$ cat config.mk
export PLATFORM = sky130hd
export DESIGN_NAME = network_sink
export DESIGN_NICKNAME = d
export VERILOG_FILES = /design/src/rtl/network_sink_pkg.sv /design/src/rtl/network_sink_fifo.sv /design/src/rtl/network_sink.sv
export SDC_FILE = /design/constraint.sdc
export NUM_CORES = 1
export LEC_CHECK = 0
export ABC_CLOCK_PERIOD_IN_PS = 12060
export CORE_ASPECT_RATIO = 1.25
export CORE_UTILIZATION = 50
export DETAILED_ROUTE_END_ITERATION = 10
export PLACE_DENSITY = 0.68
export SETUP_SLACK_MARGIN = 0.4
export SLEW_MARGIN = 20
export SYNTH_ARGS = -nofsm -noshare
export SYNTH_HDL_FRONTEND = slang
export SYNTH_HIERARCHICAL = 1
export SYNTH_SLANG_ARGS = --single-unit
$ cat constraint.sdc
create_clock -name clk -period 12.06 [get_ports clk]
set_input_delay 2.412 -clock clk [delete_from_list [all_inputs] [get_ports clk]]
set_output_delay 2.412 -clock clk [all_outputs]
set_load 0.005 [all_outputs]
$ cat src/rtl/network_sink_pkg.sv
// Shared configuration for the network return path: network geometry, stream
// packet width, and the packet layout helpers used by network_sink.
package network_config;
  localparam int NUM_OUT = 4;
endpackage

package stream_config;
  localparam int PKT_WIDTH = 8;
endpackage

package sink_config;
  import network_config::*;
  import stream_config::*;

  localparam int PFX_WIDTH = 1;
  localparam int EMP       = 0;
  localparam int SPK_WIDTH = NUM_OUT;

  // net_out is copied MSB-aligned directly under the flag bit.
  function automatic logic [PKT_WIDTH-1:0] make_spike_pkt(input logic [SPK_WIDTH-1:0] spk);
    logic [PKT_WIDTH-1:0] p;
    p = '0;
    p[PKT_WIDTH-1-PFX_WIDTH -: SPK_WIDTH] = spk;
    return p;
  endfunction

  function automatic logic [PKT_WIDTH-1:0] make_idle_pkt(input logic [PKT_WIDTH-2:0] cnt);
    logic [PKT_WIDTH-1:0] p;
    p = '0;
    p[PKT_WIDTH-2:0] = cnt;
    p[PKT_WIDTH-1-EMP] = 1'b1;
    return p;
  endfunction
endpackage

$ cat src/rtl/network_sink_fifo.sv
// Dual-write / single-read packet FIFO with a registered head entry and a
// free-slot count for upstream flow control.
module pkt_fifo2w #(
  parameter  int WIDTH = 8,
  parameter  int DEPTH = 4,
  localparam int AW    = $clog2(DEPTH)
) (
  input  logic             clk,
  input  logic             arstn,
  input  logic             i_push0,
  input  logic             i_push1,
  input  logic [WIDTH-1:0] i_data0,
  input  logic [WIDTH-1:0] i_data1,
  input  logic             i_pop,
  output logic             o_valid,
  output logic [WIDTH-1:0] o_head,
  output logic [AW:0]      o_free
);
  logic [WIDTH-1:0] r_mem [DEPTH];
  logic [AW:0]      r_wr;
  logic [AW:0]      r_rd;
  logic             r_valid;
  logic [WIDTH-1:0] r_head;
  logic             w_pop;
  logic [AW:0]      w_wr_p1;
  logic [AW:0]      w_wr_nxt;
  logic [AW:0]      w_rd_nxt;
  logic [AW:0]      w_cnt_nxt;
  logic [WIDTH-1:0] w_head_nxt;

  assign w_pop     = i_pop && r_valid;
  assign w_wr_p1   = r_wr + (AW+1)'(1);
  assign w_wr_nxt  = r_wr + (AW+1)'(i_push0) + (AW+1)'(i_push1);
  assign w_rd_nxt  = r_rd + (AW+1)'(w_pop);
  assign w_cnt_nxt = w_wr_nxt - w_rd_nxt;

  // The next head may be an entry being written this very cycle, so bypass it.
  always_comb begin
    w_head_nxt = r_mem[w_rd_nxt[AW-1:0]];
    if (i_push0 && (w_rd_nxt == r_wr)) begin
      w_head_nxt = i_data0;
    end else if (i_push1 && (w_rd_nxt == w_wr_p1)) begin
      w_head_nxt = i_data1;
    end
  end

  always_ff @(posedge clk) begin
    if (i_push0) r_mem[r_wr[AW-1:0]] <= i_data0;
    if (i_push1) r_mem[w_wr_p1[AW-1:0]] <= i_data1;
  end

  always_ff @(posedge clk or negedge arstn) begin
    if (!arstn) begin
      r_wr    <= '0;
      r_rd    <= '0;
      r_valid <= 1'b0;
      r_head  <= '0;
    end else begin
      r_wr    <= w_wr_nxt;
      r_rd    <= w_rd_nxt;
      r_valid <= (w_cnt_nxt != '0);
      r_head  <= (w_cnt_nxt != '0) ? w_head_nxt : '0;
    end
  end

  assign o_valid = r_valid;
  assign o_head  = r_head;
  assign o_free  = (AW+1)'(DEPTH) - (r_wr - r_rd);
endmodule

$ cat src/rtl/network_sink.sv
// Packs per-run output fire vectors into stream packets, collapsing runs of
// silent outputs into a single idle-count packet.
module network_sink #(
  parameter int PKT_WIDTH  = stream_config::PKT_WIDTH,
  parameter int RUN_WIDTH  = 16,
  parameter int FIFO_DEPTH = 4
) (
  input  logic                              clk,
  input  logic                              arstn,
  input  logic                              net_valid,
  output logic                              net_ready,
  input  logic                              net_sync,
  input  logic [network_config::NUM_OUT-1:0] net_out,
  output logic                              snk_valid,
  input  logic                              snk_ready,
  output logic [PKT_WIDTH-1:0]              snk
);
  import sink_config::*;

  localparam int AW = $clog2(FIFO_DEPTH);

  logic                 r_net_ready;
  logic [RUN_WIDTH-1:0] r_cnt;
  logic [RUN_WIDTH-1:0] w_cnt_inc;
  logic [RUN_WIDTH-1:0] w_cnt_nxt;
  logic                 w_accept;
  logic                 w_pop;
  logic                 w_push0;
  logic                 w_push1;
  logic [PKT_WIDTH-1:0] w_data0;
  logic [PKT_WIDTH-1:0] w_data1;
  logic [1:0]           w_nwr;
  logic [AW:0]          w_free;
  logic [AW+1:0]        w_free_after;

  assign w_accept  = net_valid && r_net_ready;
  assign w_pop     = snk_valid && snk_ready;
  assign w_cnt_inc = r_cnt + RUN_WIDTH'(1);

  // A nonzero run first flushes any pending idle count so ordering is kept.
  always_comb begin
    w_push0   = 1'b0;
    w_push1   = 1'b0;
    w_data0   = '0;
    w_data1   = '0;
    w_cnt_nxt = r_cnt;
    if (w_accept) begin
      if (net_out == '0) begin
        if ((w_cnt_inc == '1) || net_sync) begin
          w_push0   = 1'b1;
          w_data0   = make_idle_pkt((PKT_WIDTH-1)'(w_cnt_inc));
          w_cnt_nxt = '0;
        end else begin
          w_cnt_nxt = w_cnt_inc;
        end
      end else begin
        w_cnt_nxt = '0;
        if (r_cnt != '0) begin
          w_push0 = 1'b1;
          w_data0 = make_idle_pkt((PKT_WIDTH-1)'(r_cnt));
          w_push1 = 1'b1;
          w_data1 = make_spike_pkt(net_out);
        end else begin
          w_push0 = 1'b1;
          w_data0 = make_spike_pkt(net_out);
        end
      end
    end
  end

  assign w_nwr        = {1'b0, w_push0} + {1'b0, w_push1};
  assign w_free_after = (AW+2)'(w_free) - (AW+2)'(w_nwr) + (AW+2)'(w_pop);

  // Keeping two slots in reserve lets any accepted run push twice safely.
  always_ff @(posedge clk or negedge arstn) begin
    if (!arstn) begin
      r_cnt       <= '0;
      r_net_ready <= 1'b0;
    end else begin
      r_cnt       <= w_cnt_nxt;
      r_net_ready <= (w_free_after >= (AW+2)'(2));
    end
  end

  assign net_ready = r_net_ready;

  pkt_fifo2w #(
    .WIDTH (PKT_WIDTH),
    .DEPTH (FIFO_DEPTH)
  ) u_fifo (
    .clk     (clk),
    .arstn   (arstn),
    .i_push0 (w_push0),
    .i_push1 (w_push1),
    .i_data0 (w_data0),
    .i_data1 (w_data1),
    .i_pop   (snk_ready),
    .o_valid (snk_valid),
    .o_head  (snk),
    .o_free  (w_free)
  );
endmodule
## Word level (Yosys, flattened, before mapping)

Memory sizes are Yosys's and may differ from the RTL's.
Cells that the tools add are included.

| storage, ports and cells | value |
|---|---|
| bits in registers | 32 |
| memory bits (writable) | 32 |
| input bits | 9 |
| output and inout port bits | 10 |
| logic and storage cells | 52 |
| memories | 1 |

| operators by class | value |
|---|---|
| add/sub/neg operators | 11 |
| $lt $le $gt $ge | 1 |
| equal/unequal tests | 3 |
| muxes and demuxes | 22 |
| reduce and logical (&&, ||, !) cells | 8 |

Memories:

| name | words | width | read ports | clocked after Yosys merged registers in | wr ports | line | RTL |
|---|---|---|---|---|---|---|---|
| u_fifo.r_mem | 4 | 8 | 1 | 0 | 2 | network_sink_fifo.sv:19 | `logic [WIDTH-1:0] r_mem [DEPTH];` |

Operators with widths:

| kind | count |
|---|---|
| $mux 8 | 7 |
| $mux 16 | 2 |
| $mux 7 | 3 |
| $add 16x1->16 const B | 1 |
| $eq 16x16->1 const B | 1 |
| $reduce_bool 16->1 | 1 |
| $mux 1 | 10 |
| $add 3x1->3 | 3 |
| $eq 3x3->1 | 2 |
| $sub 3x3->3 | 2 |
| $add 4x1->4 | 1 |
| $ge 4x2->1 const B | 1 |
| $logic_and 1x1->1 | 4 |
| $logic_not 4->1 | 1 |
| $sub 3x2->4 | 1 |
| $add 3x1->3 const B | 1 |
| $reduce_bool 3->1 | 1 |
| $sub 3x3->3 const A | 1 |
| $add 1x1->2 | 1 |
| $logic_or 1x1->1 | 1 |

## Logic depth before layout (Yosys ltp)

Gate-level depths: netlist of the first run.

| depth | value |
|---|---|
| word-level depth | 11 |
| depth in mapped cells | 17 |
| mapped depth without buffers | 16 |

## By module

The synthesis of the first run kept the hierarchy.

Modules (own cells, without submodules):

| module | instances | cells an instance | area each (sq um) | seq. area each (sq um) |
|---|---|---|---|---|
| pkt_fifo2w | 1 | 181 | 2,605.0 | 1,336.3 |
| network_sink | 1 | 185 | 1,619.1 | 425.4 |

## Worst setup path before layout of the first run

No wires, ideal clock.

| path | value |
|---|---|
| path kind | input -> register |
| start | input port net_out[3] in the netlist's numbering |
| end | register u_fifo.r_head[0] (netlist: u_fifo/o_head[0]) |
| library setup time | 94 ps |
| arrival time | 5,174 ps |
| data required time | 11,966 ps |
| slack | 6,792 ps |
| stages on the path | 12 |
| path buffers | 2 |
| cells stage by stage | or4_1 > buf_1 > o21ai_4 > inv_1 > fa_1 > ha_1 > ha_1 > nand2b_1 > xnor2_1 > and3_1 > buf_2 > a221oi_2 |

| between the ends | value |
|---|---|
| word-level cells in the longest chain between the ends | 8 |
| elaborated cells on any way between the ends | 18 |
| those cells by class | add/sub: 3; mux: 11; reduce/logical: 4 |

RTL lines:

| item | line | RTL |
|---|---|---|
| start: declaration | network_sink.sv:13 | `input logic [network_config::NUM_OUT-1:0] net_out,` |
| $logic_not 4->1 | network_sink.sv:48 | `if (net_out == '0) begin` |
| $mux 1 | network_sink.sv:48 |  |
| $mux 1 | network_sink.sv:47 | `if (w_accept) begin` |
| named net w_push0 | network_sink.sv:28 | `logic w_push0;` |
| $add 3x1->3 (2 in a row) | network_sink_fifo.sv:33 | `assign w_wr_nxt = r_wr + (AW+1)'(i_push0) + (AW+1)'(i_push1);` |
| named net u_fifo.w_wr_nxt[1] | network_sink_fifo.sv:26 | `logic [AW:0] w_wr_nxt;` |
| $sub 3x3->3 | network_sink_fifo.sv:35 | `assign w_cnt_nxt = w_wr_nxt - w_rd_nxt;` |
| $reduce_bool 3->1 | network_sink_fifo.sv:62 | `r_head <= (w_cnt_nxt != '0) ? w_head_nxt : '0;` |
| $mux 8 | network_sink_fifo.sv:62 |  |
| end signal: assignment | network_sink_fifo.sv:62 |  |
| end: declaration | network_sink_fifo.sv:23 | `logic [WIDTH-1:0] r_head;` |

The timed path passes the listed nets, and every way through them passes these cells.
A chain may end at the register's enable or synchronous reset.

## Final worst setup path of the first run

| path | value |
|---|---|
| start | input port net_out[3] in the netlist's numbering |
| end | register u_fifo.r_head[6] (netlist: u_fifo/o_head[6]) |

The elaborated chain is that of the path after synthesis.

==> results of run 1 <==
worst paths after layout:
kind | start | to | cells after the start
setup / recovery | net_out[3] | u_fifo/o_head[6] | 12
hold / removal | u_fifo/r_wr[2] | u_fifo/r_wr[2] | 1
setup reg to reg | r_cnt[3] | u_fifo/o_head[6] | 13
hold reg to reg | u_fifo/r_wr[2] | u_fifo/r_wr[2] | 1
max in group asynchronous | arstn | u_fifo/r_wr[0] | 2
min in group asynchronous | arstn | r_cnt[7] | 2
cell families after synthesis:
group,count (synthesis),synth area share (%)
AOI/OAI and AO/OA,66,13.27
muxes,41,13.06
xor gates and xnor gates,17,4.414
adders and majority gates,21,6.754
other,1,0.08878
DFF,64,41.71
buffers and inverters,50,5.568
and+or+nand+nor,106,15.14
cell usage in the layout, fill, tap and decap left out, drive strengths merged, types with 9 or more instances in the layout:
master / synthesis / final
ha: 18 / 18
nand2: 31 / 31
a22o: 12 / 12
xnor2: 13 / 13
inv: 28 / 30
a221oi: 9 / 9
mux2: 33 / 33
clkdlybuf4s50: 0 / 18
dfrtp: 32 / 32
nor2: 11 / 11
conb: 1 / 20
o31ai: 13 / 13
edfxtp: 32 / 32
a21oi: 11 / 11
clkbuf: 7 / 9
registers in the layout, indices dropped and copies added, names as in the netlist:
signal / count
net_ready: 1
u_fifo/o_valid: 1
u_fifo/r_mem: 32
u_fifo/r_wr: 3
r_cnt: 16
u_fifo/r_rd: 3
u_fifo/o_head: 8
cell type report:
type	count	area [µm²]	share of cell area (%)
multi-input cells	271	2298	48.66
flip-flops and latches	64	1762	37.30
repair buffers	22	210.2	4.450
clock buffers	9	123.9	2.623
well taps	97	121.4	2.570
inverters	28	105.1	2.225
clock inverters	7	102.6	2.172
report_power, final:
part           leakage [nW]  internal, mW  switching (mW)
clock                 0.110         0.118          0.0914
sequential            0.709         0.286          0.0269
combinational          1.14         0.233           0.233
total                  1.96         0.637           0.351
stage by stage:
step / hold WS [ps] / instances / total power [mW]
floorplan: 520.1 / 385 / 0.6825
global placement: 547.1 / 482 / 0.7782
detailed placement: 558.2 / 482 / 0.7891
CTS: 567.4 / 498 / 1.001
global route: 603.1 / 498 / 1.063
finish: 562.3 / 498 / 0.9889
layer usage:
layer | wire [µm] | global-route usage, %
met1 | 3794 | 27.49
met2 | 4968 | 39.64
met3 | 244 | 4.186
met4 | 138 | 7.389
met5 | 0 | 0
==> metrics.yaml, run 1 <==
status: "completed"
grt_pass1_vias: 2980
grt_start_max_net_pins: 33
cp_max_fo: 19
synth_seq_area_share_pct: 41.71
nFillCells: 719
port-buffer-count: 18
num_rows: 37
drt_iter0_markers: 153
worst-path-buf-inv: 3
synth_most_common_cell: "mux2_2"
cp_data_arrival_time_ps: 5980
yosys_most_used_dff: "edfxtp_1"
cpPeakStageDelay_ps: 540
htree_levels: 3
cts_tree: "done"
cts_root_buf: "clkbuf_8"
p_leak_nw: 1.960
drt_drc_violations_left: 0
antenna_found_initial: 0
clockBufferDepth: 2
post-place-ws_ps: 5921
fin_crit_sh_pct: 47.98
yosys_warnings: 6
wirelength_um: 9145
numCtsBuffers: 9
synth_area_per_cell_um2: 11.54
initial_core_util_pct: 51.55
track_usage_pct: 22.45
viasPerCell: 5.922
r2r_slack_ps: 7350
yosys_register_bits: 64
fmax_mhz: 172.8
synth_top_cells_by_count: "mux2_2, dfrtp_1, edfxtp_1"
yosysUniqueCellTypes: 62
path_cells: "clkdlybuf4s50_1 > or4_1 > buf_4 > o21ai_4 > inv_1 > fa_1 > ha_1 > ha_1 > nand2b_1 > xnor2_1 > and3_1 > a221oi_2"
cp-start-kind: "input port"
fin_crit_ps: 5786
dieArea_mm2: 0.008822
core_area_mm2: 0.008194
drive_gt1_share_pct: 20.20
synth_top_area_share_pct: 22.75
dr.pass1.iters: 5
boundaryPins: 19
synth_largest_area_cell: "edfxtp_1"
syn_inst: 366
cts_setup_buffers: 0
overflow: 0
clock_latency_ps: 350
syn_to_final_growth_pct: 11.82
critPathTopFamily: "simple AND/OR/NAND/NOR gates"
required_ps: 12250
critPathMostFrequentCell: "ha_1"
cts_sinks: 64
detail-route-antenna-nets: 0
wl_per_cell_um: 18.36
cap_violations: 0
async_flop_share_pct: 50.00
grt_first_pass_wirelength_um: 15240
post_cts_resized: 0
clk_pin_slew_worst_paths_ps: 70
die_y_um: 104.8
synthesis.area_mm2: 0.004224
via_count: 2949
relSlewSlack_pct: 34.57
synth_area_leaders: "edfxtp_1, dfrtp_1, mux2_2, ha_1, mux4_2"
fin_util_pct: 57.64
rsz0062_at_grt: "false"
crit_slowest_cell: "or4_1"
fin_skew_ps: 15.02
antennaDiodeCount: 0
dp_hpwl_um: 6417
dpl_cell_area_mm2: 0.004497
die_w_um: 84.21
slew_viol_final: 0
setup_tns_ps: 0
cts_hold_buffers: 0
gp_congestion: 0.7961
path_class: "input port to register"
synth_edf_count: 32
final_area_mm2: 0.004723
ir_drop_v: 0.0001129
end_kind: "register"
hold_path.class: "register to register"
hold_violations: 0
tightest_slew_ps: 968.8
layout.nets: 426
setup_ws_ps: 6274
setup_violations: 0
cellPowerDensity_mw_per_mm2: 209.4
Power figures use the tool's default switching activity.
==> run 2, diff against run 1 <==
Settings changed: ABC_CLOCK_PERIOD_IN_PS 12060 to 5500.
Clock period 12.06 ns to 5.5 ns, I/O delays scaled along.
==> metrics.yaml, run 2 (same netlist as run 1, synthesis figures left out) <==
end_kind: "register"  # unchanged
clockBufferDepth: 2  # unchanged
cts_setup_buffers: 0  # unchanged
ir_drop_v: 0.0002780  # was 0.0001129 V
track_usage_pct: 22.71  # was 22.45%
layout.nets: 429  # was 426
grt_first_pass_wirelength_um: 15260  # was 15240 µm
die_y_um: 104.8  # unchanged
dr.pass1.iters: 5  # unchanged
hold_start: "r_cnt[15]"  # was u_fifo/r_wr[2]
required_ps: 5710  # was 12250 ps
overflow: 0  # unchanged
worstReg2RegStart: "r_cnt[1]"  # was r_cnt[3]
r2r_slack_ps: 1090  # was 7350 ps
post-place-ws_ps: 799.0  # was 5921 ps
slew_viol_final: 0  # unchanged
cts_tree: "done"  # unchanged
p_int_mw: 1.401  # was 0.6374 mW
nFillCells: 694  # was 719
setup_tns_ps: 0  # unchanged
via_count: 2999  # was 2949
initial_core_util_pct: 51.55  # unchanged
grt_start_max_net_pins: 33  # unchanged
gp_congestion: 0.8033  # was 0.7961
fmax_mhz: 226.9
cts_sinks: 64  # unchanged
clock_latency_ps: 350  # about the same
cp_max_fo: 9  # was 19
cp-start-kind: "register"  # was input port
port-buffer-count: 18  # unchanged
wl_per_cell_um: 18.53  # was 18.36 µm
p_seq_share_pct: 31.4  # was 31.6%
final_cell_mix: "mux2_2, dfrtp_1, edfxtp_1"  # unchanged
dp_cells: 485  # was 482
critPathLaunch: "r_cnt[1]"  # was net_out[3]
syn_to_final_growth_pct: 12.53  # was 11.82%
core_area_mm2: 0.008194  # unchanged
switchingPower_mw: 0.7901  # was 0.3514 mW
cap_violations: 0  # unchanged
drive_gt1_share_pct: 21.04  # was 20.20%
dieArea_mm2: 0.008822  # unchanged
cts_hold_buffers: 0  # unchanged
viasPerCell: 5.986  # was 5.922
fin_crit_sh_pct: 80.12
fin_skew_ps: 12.92  # was 15.02 ps
num_rows: 37  # unchanged
cellPowerDensity_mw_per_mm2: 461.0  # was 209.4 mW/mm²
mostFrequentLayoutCell: "mux2_2"  # unchanged
path_class: "register to register"  # was input port to register
pwr-share-comb_pct: 47.7  # was 47.2%
antenna_found_initial: 0  # unchanged
switching_share_pct: 36.06  # was 35.54%
grt_pass1_vias: 3038  # was 2980
hold_path.class: "register to register"  # unchanged
setup_ws_ps: 1093  # was 6274 ps
detail-route-antenna-nets: 0  # unchanged
clk_pin_slew_worst_paths_ps: 70  # about the same
numCtsBuffers: 9  # unchanged
hold_violations: 0  # unchanged
status: "completed"  # unchanged
rsz0062_at_grt: "false"  # unchanged
largest_reg_flops: 32  # unchanged
cp_data_arrival_time_ps: 4620  # was 5980 ps
p_leak_nw: 1.981  # was 1.960 nW
boundaryPins: 19  # unchanged
relSlewSlack_pct: 49.19  # was 34.57%
antennaDiodeCount: 0  # unchanged
setup_violations: 0  # unchanged
drt_drc_violations_left: 0  # unchanged
fin_crit_ps: 4407
wirelength_um: 9285  # was 9145 µm
dp_hpwl_um: 6678  # was 6417 µm
drt_iter0_markers: 159  # was 153
cts_root_buf: "clkbuf_8"  # unchanged
die_w_um: 84.21  # unchanged
post_cts_resized: 0  # unchanged
htree_levels: 3  # unchanged
tightest_slew_ps: 754.0  # was 968.8 ps
clkPwrFrac_pct: 21.0  # was 21.2%
final_cells: 501  # was 498
run 2: changes by cell type in the layout (fill, tap and decap cells not counted), sizes merged:
cell	change
buf	+3
run 2: metal layers:
metal  share of wire, %  routed length [µm]  up-vias  GRT usage (%)
met5                  0                   0        -              0
met4                2.9                 267        0          10.96
met3                2.7                 250       22          2.844
met2                 54                5017       59          41.45
met1                 40                3750     1493          26.02
li1                   -                   -     1425              -
run 2: area by class of cell:
class	instances	area (µm²)	share of cell area [%]
multi-input cells	271	2306	48.51
flip-flops and latches	64	1762	37.06
repair buffers	25	232.7	4.896
clock buffers	9	123.9	2.606
well taps	97	121.4	2.553
inverters	28	105.1	2.211
clock inverters	7	102.6	2.158
run 2: critical path, stage by stage (launching register included):
cell	delay [ps]
dfrtp_1	520
ha_1	370
nand2_1	170
nor4_2	430
xnor2_1	130
a41o_1	310
o21ai_4	270
inv_1	190
fa_1	450
ha_1	310
ha_1	200
nand2b_1	150
xnor2_1	160
and3_1	520
inv_1	90
run 2: power by group through the flow:
| stage | clock network (mW) | registers (mW) | logic, mW |
|---|---|---|---|
| 2_1_floorplan | 0 | 0.680 | 0.816 |
| 3_3_place_gp | 0 | 0.695 | 1.02 |
| 3_5_place_dp | 0 | 0.698 | 1.05 |
| 4_1_cts | 0.472 | 0.688 | 1.05 |
| 5_1_grt | 0.490 | 0.697 | 1.15 |
| 6_report | 0.460 | 0.687 | 1.04 |
run 2: path summary, 6_finish.rpt:
| check | to | cells past startpoint |
|---|---|---|
| setup / recovery | u_fifo/o_valid | 14 |
| hold / removal | r_cnt[15] | 1 |
| setup reg to reg | u_fifo/o_valid | 14 |
| hold reg to reg | r_cnt[15] | 1 |
| max in group asynchronous | r_cnt[9] | 2 |
| min in group asynchronous | r_cnt[12] | 2 |
run 2: per-stage QoR:
stage / util, % / hold slack (ps) / total power, mW / cell area [µm²]
6_report: 58.01 / 565.5 / 2.191 / 4753
5_1_grt: 58.01 / 593.0 / 2.332 / 4753
4_1_cts: 58.01 / 565.1 / 2.213 / 4753
3_5_place_dp: 55.25 / 545.3 / 1.746 / 4527
3_3_place_gp: 55.15 / 546.0 / 1.712 / 4519
2_1_floorplan: - / 520.1 / 1.497 / 4295
==> run 3, diff against run 2 <==
Settings changed: ABC_CLOCK_PERIOD_IN_PS 5500 to 4300.
Clock period 5.5 ns to 4.3 ns, I/O delays scaled along.
==> metrics.yaml, run 3 (same netlist as run 1, synthesis figures left out) <==
status: "completed"  # unchanged
cap_violations: 0  # unchanged
p_int_mw: 1.830  # was 1.401 mW
core_area_mm2: 0.008194  # unchanged
p_total_mw: 2.854  # was 2.191 mW
nFillCells: 675  # was 694
setup_violations: 0  # unchanged
ir_drop_v: 0.0002631  # was 0.0002780 V
via_count: 3146  # was 2999
hold_slack_ps: 595.7  # was 565.5 ps
port-buffer-count: 18  # unchanged
die_w_um: 84.21  # unchanged
fin_skew_ps: 9.084  # was 12.92 ps
cts_hold_buffers: 0  # unchanged
clk_pin_slew_worst_paths_ps: 80  # was 70 ps
layout.nets: 454  # was 429
cpPeakStageDelay_ps: 550  # was 520 ps
antennaDiodeCount: 0  # unchanged
relSlewSlack_pct: 34.98  # was 49.19%
clock_latency_ps: 340  # was 350 ps
tightest_slew_ps: 962.8  # was 754.0 ps
grt_start_max_net_pins: 33  # unchanged
fin_util_pct: 60.71  # was 58.01%
track_usage_pct: 23.37  # was 22.71%
pwr-share-comb_pct: 48.2  # was 47.7%
cts_sinks: 64  # unchanged
crit_slowest_cell: "or4_1"  # was dfrtp_1
min_path_cells: 1  # unchanged
fin_crit_sh_pct: 87.30  # was 80.12%
numCtsBuffers: 9  # unchanged
p_leak_nw: 2.115  # was 1.981 nW
p_seq_share_pct: 30.7  # was 31.4%
wl_per_cell_um: 18.73  # was 18.53 µm
met3_usage_pct: 5.213  # was 2.844%
viasPerCell: 5.981  # was 5.986
die_y_um: 104.8  # unchanged
mostFrequentLayoutCell: "mux2_2"  # unchanged
grt_first_pass_wirelength_um: 15850  # was 15260 µm
initial_core_util_pct: 51.55  # unchanged
grt_pass1_vias: 3152  # was 3038
largest_reg_flops: 32  # unchanged
detail-route-antenna-nets: 0  # unchanged
required_ps: 4520  # was 5710 ps
dieArea_mm2: 0.008822  # unchanged
use_met1_pct: 26.78  # was 26.02%
dp_hpwl_um: 6702  # was 6678 µm
fmax_mhz: 266.4  # was 226.9 MHz
critPathMostFrequentCell: "inv_1"  # was ha_1
multiInputGateArea_mm2: 0.002326  # was 0.002306 mm²
top_usage_layer: "met2"  # unchanged
boundaryPins: 19  # unchanged
drt_iter0_markers: 152  # was 159
fin_crit_ps: 3754  # was 4407 ps
path_cells: "nand4_4 > or4_1 > a222oi_1 > a41o_1 > o21ai_4 > buf_4 > fa_1 > inv_1 > ha_1 > inv_1 > ha_1 > inv_1 > fa_1 > xnor2_1 > nand3b_1"  # was ha_1 > nand2_1 > nor4_2 > xnor2_1 > a41o_1 > o21ai_4 > inv_1 > fa_1 > ha_1 > ha_1 > nand2b_1 > xnor2_1 > and3_1 > inv_1
cp_max_fo: 7  # was 9
switching_share_pct: 35.89  # was 36.06%
syn_to_final_growth_pct: 17.77  # was 12.53%
antenna_found_initial: 0  # unchanged
htree_levels: 3  # unchanged
rsz0062_at_grt: "false"  # unchanged
num_rows: 37  # unchanged
clockBufferDepth: 2  # unchanged
switchingPower_mw: 1.024  # was 0.7901 mW
layout.area.seq_mm2: 0.001769  # was 0.001762 mm²
drt_drc_violations_left: 0  # unchanged
cts_tree: "done"  # unchanged
drive_gt1_share_pct: 27.74  # was 21.04%
cellPowerDensity_mw_per_mm2: 573.8  # was 461.0 mW/mm²
dr.pass1.iters: 6  # was 5
gr-usage-met2_pct: 42.04  # was 41.45%
clkPwrFrac_pct: 21.1  # was 21.0%
hold_violations: 0  # unchanged
path_class: "register to register"  # unchanged
final_cell_mix: "mux2_2, edfxtp_1, buf_4"  # was mux2_2, dfrtp_1, edfxtp_1
slew_viol_final: 0  # unchanged
gp_congestion: 0.8283  # was 0.8033
overflow: 0  # unchanged
rr_worst_depth: 15  # was 14
setup_tns_ps: 0  # unchanged
cp-start-kind: "register"  # unchanged
end_kind: "register"  # unchanged
hold_path.class: "register to register"  # unchanged
cts_root_buf: "clkbuf_8"  # unchanged
cp_data_arrival_time_ps: 3980  # was 4620 ps
wirelength_um: 9850  # was 9285 µm
-- run 3: repair_timing --
action / 4_1_cts / 5_1_grt
setup buffers: 0 / 17
pin swaps: 0 / 4
setup endpoints to repair: 10 / 10
gates resized for setup: 2 / 12
-- run 3: worst paths after layout --
check / to / from / slack [ps]
max: net_ready / r_cnt[5] / 550
min: u_fifo/r_rd[2] / u_fifo/r_rd[2] / 600
max reg2reg: net_ready / r_cnt[5] / 550
min reg2reg: u_fifo/r_rd[2] / u_fifo/r_rd[2] / 600
max in group asynchronous: r_cnt[3] / arstn / 3030
min in group asynchronous: r_cnt[14] / arstn / 930
-- run 3: layout make-up --
class                      count  share of cell area (%)
multi-input combinational    271                   46.76
sequential                    64                   35.56
timing repair buffer          50                   8.526
clock buffer                   9                   2.490
tap                           97                   2.440
inverter                      28                   2.163
clock inverter                 7                   2.062
-- run 3: per-stage QoR --
| stage | setup WS (ps) | instance area (µm²) | instances |
|---|---|---|---|
| global placement | 221.1 | 4579 | 493 |
| CTS | 400.8 | 4817 | 509 |
| detailed placement | 130.9 | 4579 | 493 |
| floorplan | 502.2 | 4295 | 385 |
| finish | 546.2 | 4975 | 526 |
| global route | 383.6 | 4975 | 526 |
-- run 3: layer usage --
layer | part of all wire (%) | wire length [µm]
met5 | 0 | 0
met4 | 2.5 | 245
met3 | 4.5 | 447
met2 | 53 | 5203
met1 | 40 | 3954
-- run 3: power by group through the flow --
stage          Sequential [mW]  Combinational (mW)  Clock (mW)
2_1_floorplan            0.870                1.04           0
6_report                 0.877                1.38       0.601
4_1_cts                  0.880                1.39       0.612
3_5_place_dp             0.893                1.38           0
3_3_place_gp             0.890                1.34           0
5_1_grt                  0.892                1.52       0.639
-- run 3: worst max-delay path: cells and delay by family (launching register included) --
kind                       cells  cell delay, ps
AOI/OAI and AO/OA              3             780
and+or+nand+nor                3             740
adders and majority gates      4            1150
DFF                            1             450
buffers and inverters          4             350
xor gates and xnor gates       1             160
